File: config.mk
export PLATFORM = sky130hd
export DESIGN_NAME = irq_ctrl
export DESIGN_NICKNAME = d
export VERILOG_FILES = /design/src/rtl/irq_ctrl.sv
export SDC_FILE = /design/constraint.sdc
export NUM_CORES = 1
export LEC_CHECK = 0
export BUFFER_PORTS_ARGS = -buffer_cell sky130_fd_sc_hd__buf_4
export CAP_MARGIN = 20
export CORE_UTILIZATION = 30
export CTS_CLUSTER_SIZE = 25
export DETAILED_ROUTE_END_ITERATION = 16
export GPL_TIMING_DRIVEN = 0
export PLACE_DENSITY = 0.71
export SLEW_MARGIN = 10
export SYNTH_ARGS = -nofsm -noshare
export SYNTH_HDL_FRONTEND = slang
export SYNTH_SLANG_ARGS = --single-unit
File: constraint.sdc
create_clock -name clk -period 4.65 [get_ports clk]
set_input_delay 0.2325 -clock clk [delete_from_list [all_inputs] [get_ports clk]]
set_output_delay 0.2325 -clock clk [all_outputs]
set_load 0.1 [all_outputs]
File: src/rtl/irq_ctrl.sv
`default_nettype none
// ============================================================================
// Module      : irq_ctrl
// Description : Eight-source level interrupt controller with a memory-mapped
//               register file (IPR/IER/ISTAT/IEOI), fixed priority (bit 0
//               highest) and a non-nesting IDLE -> REQ -> ACTIVE handshake.
// Revision    : 1.0 - initial release
// ============================================================================
module irq_ctrl (
    input  logic        clk,
    input  logic        rst,
    input  logic [31:0] addr,
    input  logic [31:0] wdata,
    input  logic        wr_en,
    output logic [31:0] rdata,
    input  logic [7:0]  irq_src,
    output logic        irq_req,
    output logic [2:0]  irq_id,
    input  logic        irq_ack
);

    localparam logic [31:0] c_addr_ipr   = 32'h2000_0020;
    localparam logic [31:0] c_addr_ier   = 32'h2000_0024;
    localparam logic [31:0] c_addr_istat = 32'h2000_0028;
    localparam logic [31:0] c_addr_ieoi  = 32'h2000_002C;

    typedef enum logic [1:0] {
        S_IDLE    = 2'b00,
        S_REQ     = 2'b01,
        S_ACTIVE  = 2'b10,
        S_ILLEGAL = 2'b11
    } state_t;

    state_t      r_state;
    state_t      w_state_next;
    logic [7:0]  r_ier;
    logic [7:0]  r_pend;
    logic [2:0]  r_irq_id;
    logic [2:0]  w_irq_id_next;
    logic        r_irq_req;
    logic [2:0]  w_lowest;
    logic        w_ier_wr;
    logic        w_eoi_wr;

    // Upper write-data bits carry no register content.
    logic        w_unused_wdata;
    assign w_unused_wdata = ^wdata[31:8];

    assign w_ier_wr = wr_en && (addr == c_addr_ier);
    assign w_eoi_wr = wr_en && (addr == c_addr_ieoi);

    // Enable register: written from the bus, cleared by reset.
    always_ff @(posedge clk) begin
        if (rst) begin
            r_ier <= 8'h00;
        end else if (w_ier_wr) begin
            r_ier <= wdata[7:0];
        end
    end

    // Pending is a registered, non-sticky mask of the sources; it sees the
    // enable value from before any same-cycle IER write.
    always_ff @(posedge clk) begin
        if (rst) begin
            r_pend <= 8'h00;
        end else begin
            r_pend <= irq_src & r_ier;
        end
    end

    // Fixed-priority encoder: the lowest set pending bit wins.
    always_comb begin
        w_lowest = 3'd0;
        for (int i = 7; i >= 0; i--) begin
            if (r_pend[i]) begin
                w_lowest = 3'(i);
            end
        end
    end

    // Handshake FSM next-state: request, core acknowledge, then wait for a
    // matching end-of-interrupt before re-arbitrating.
    always_comb begin
        w_state_next  = r_state;
        w_irq_id_next = r_irq_id;
        case (r_state)
            S_IDLE: begin
                if (r_pend != 8'h00) begin
                    w_state_next  = S_REQ;
                    w_irq_id_next = w_lowest;
                end
            end
            S_REQ: begin
                if (irq_ack) begin
                    w_state_next = S_ACTIVE;
                end
            end
            S_ACTIVE: begin
                if (w_eoi_wr && (wdata[2:0] == r_irq_id)) begin
                    w_state_next = S_IDLE;
                end
            end
            default: begin
                w_state_next = S_IDLE;
            end
        endcase
    end

    // State, latched id and the registered request output.
    always_ff @(posedge clk) begin
        if (rst) begin
            r_state   <= S_IDLE;
            r_irq_id  <= 3'd0;
            r_irq_req <= 1'b0;
        end else begin
            r_state   <= w_state_next;
            r_irq_id  <= w_irq_id_next;
            r_irq_req <= (w_state_next == S_REQ);
        end
    end

    assign irq_req = r_irq_req;
    assign irq_id  = r_irq_id;

    // Combinational register read mux; unmapped addresses return zero.
    always_comb begin
        rdata = 32'h0000_0000;
        case (addr)
            c_addr_ipr:   rdata = {24'h000000, r_pend};
            c_addr_ier:   rdata = {24'h000000, r_ier};
            c_addr_istat: rdata = {25'd0, r_irq_id, 2'b00, r_state};
            default:      rdata = 32'h0000_0000;
        endcase
    end

endmodule
`default_nettype wire

==> results.json <==
{
  "status": "complete, no violations",
  "endpoint_kind": "output pin",
  "leakagePower_uw": 0.000963,
  "final_common_cell": "buf_4",
  "critPathArrivalTime_ps": 1740,
  "coreArea_sq_um": 4350,
  "max_clock_freq_mhz": 506,
  "cts_max_level": 1,
  "netlist_instances": 165,
  "hold_start": "irq_src[3]",
  "r2r_setup_slack_ps": 2780,
  "synthFlopType": "dfxtp_1",
  "clock_sinks": 22,
  "finalNonFillerCells": 306,
  "ios": 112,
  "finalMaxSlewViolations": 0,
  "clock_latency_ps": 260,
  "cp_data_required_time_ps": 4420,
  "hold_path_depth": 3,
  "vias": 1323,
  "chipHeight_um": 69.1,
  "die_area_sq_um": 4780,
  "viasPerCell": 4.32,
  "synth_area_sq_um": 1350,
  "min_path_type": "in -> reg",
  "clockBufferDepth": 2,
  "max_cap_violations": 0,
  "rsz0062_at_grt": "no",
  "vdd_ir_drop_max_uv": 168,
  "die_w_um": 69.1,
  "p_per_area_nw_per_um2": 235,
  "ys_ff_latch": 22,
  "drtAntennaViolNets": 0,
  "setup_tns_ps": 0,
  "hold_end": "r_pend[3]$_SDFF_PP0_",
  "setup_violations": 0,
  "rows": 24,
  "ctsHoldBuffers": 0,
  "crit_path_max_fanout": 7,
  "grt_pass1_wl_um": 5400,
  "ys_warn_count": 0,
  "syn_to_final_growth_pct": 49.7,
  "start_util_pct": 31.1,
  "syn_avg_cell_area_sq_um": 8.20,
  "wirelength_um": 3370,
  "clkTransAtPathRegs_ps": 80,
  "grt-ovfl-total": 0,
  "post-route-util_pct": 46.5,
  "grt_pass1_vias": 1236,
  "drc_errors": 0,
  "postCtsSetupBuffers": 0,
  "r2r_start": "r_pend[0]$_SDFF_PP0_",
  "critPathKind": "in -> out",
  "synthDistinctLibCells": 32,
  "synth_edf_count": 0,
  "post-dp-hpwl_um": 2750,
  "cts_tree": "done",
  "synthArstFlopShare_pct": 0,
  "gp_congestion": 0.791,
  "yosysSeqAreaShare_pct": 32.6,
  "insertedDiodeCount": 0,
  "firstDrtPassIters": 4,
  "wl_per_cell_um": 11.0,
  "grtUsageTotal_pct": 13.9,
  "root_buffer": "clkbuf_8",
  "min_period_ps": 1980,
  "fin_skew_ps": 0.625,
  "cts_resized": 0,
  "grt_max_degree": 13,
  "finalCritPeriodShare_pct": 42.5,
  "dp.cells": 302,
  "portBuffers": 62,
  "numCtsBuffers": 3,
  "reg2reg_to": "irq_id[1]$_SDFFE_PP0P_",
  "antenna_found_initial": 0,
  "worst_slew_pin_slew_ps": 660,
  "drtIter0Drc": 44,
  "final_layout_size_suffix_gt1_share_pct": 38.6,
  "reg2reg_depth": 4,
  "final_nets": 331,
  "layout_common_cells": "buf_4 (86), nor2_1 (25), conb_1 (24)",
  "start_kind": "primary input",
  "maxSlewHeadroom_pct": 55.5,
  "hold_viol": 0
}
## cells in the mapped netlist, drive strengths merged (2+ instances only)
master,number,share of area [%]
buf,25,14
nor2,25,6.9
dfxtp,22,33
a21oi,12,4.4
inv,10,2.8
o21ai,9,3.3
mux2i,8,5.9
nand2b,8,3.7
or4b,8,5.9
clkbuf,5,1.4
nor4,5,3.7
nand2,3,0.83
nand4,3,1.4
nor3,3,1.5
nand3b,2,1.1
nor2b,2,0.92
nor4b,2,1.8
o41ai,2,1.3
or4,2,1.1
xor2,2,1.3
## through the flow
stage          setup slack, ps  cell area (sq um)  hold slack, ps  power (uW)
6_report                  2670               2020             177         477
5_1_grt                   2570               2020             184         494
4_1_cts                   2660               2020             176         478
3_5_place_dp              2550               1970             454         342
3_3_place_gp              2580               1970             449         342
2_1_floorplan             2020               1440             345         305
## worst max path at each step
| stage | start | endpoint | slack, ps |
|---|---|---|---|
| finish | addr[0] | rdata[4] | 2670 |
| global route | addr[0] | rdata[5] | 2570 |
| CTS | addr[1] | rdata[7] | 2660 |
| detailed placement | addr[0] | r_ier[7]$_SDFFE_PP0P_ | 2550 |
| global placement | addr[0] | r_ier[7]$_SDFFE_PP0P_ | 2580 |
| floorplan | irq_id[0]$_SDFFE_PP0P_ | rdata[4] | 2020 |
## report_power, final
part	leakage [uW]	total [uW]	internal [uW]	switching (uW)
sequential	0.000177	188	188	0.0000000158
combinational	0.000757	150	46.9	103
clock	0.0000288	138	75.6	62.6
## cell families (layout without fill, tap and decap cells)
| group | Yosys count | count (layout) | share of synthesized area [%] |
|---|---|---|---|
| other | 1 | 24 | 0.277 |
| flip-flops | 22 | 22 | 32.6 |
| multiplexers | 8 | 8 | 5.92 |
| AND/OR/NAND/NOR | 66 | 66 | 30.8 |
| AO/OA/AOI/OAI | 25 | 25 | 10.2 |
| buffers and inverters | 40 | 106 | 18.3 |
| XOR/XNOR | 3 | 3 | 1.94 |
## worst max-delay path: stages
cell and delay [ps]:
buf_4 110, nor4b_1 320, nand4_1 150, or2_1 230, clkbuf_1 190, nor2_1 190
buf_4 310
## per-layer routing
metal  track usage [%]  up-vias  wire length (um)
met5                 0        -                 0
met1              16.9      581              1470
met3              3.95        4               172
met4              2.72        0                27
li1                  -      697                 -
met2              24.4       41              1700
## layout make-up
type | instances | area [sq um]
buffer | 30 | 210
clock buffer | 4 | 55.1
tap | 52 | 65.1
multi-input combinational | 126 | 751
sequential | 22 | 440
inverter | 10 | 37.5
fill | 446 | 2330
timing repair buffer | 62 | 465
## flip-flops by register name (all words and copies together) (netlist names)
register and flops:
r_ier 8, irq_id 3, r_pend 8, r_state 2, irq_req 1
Power figures use the tool's default switching activity.
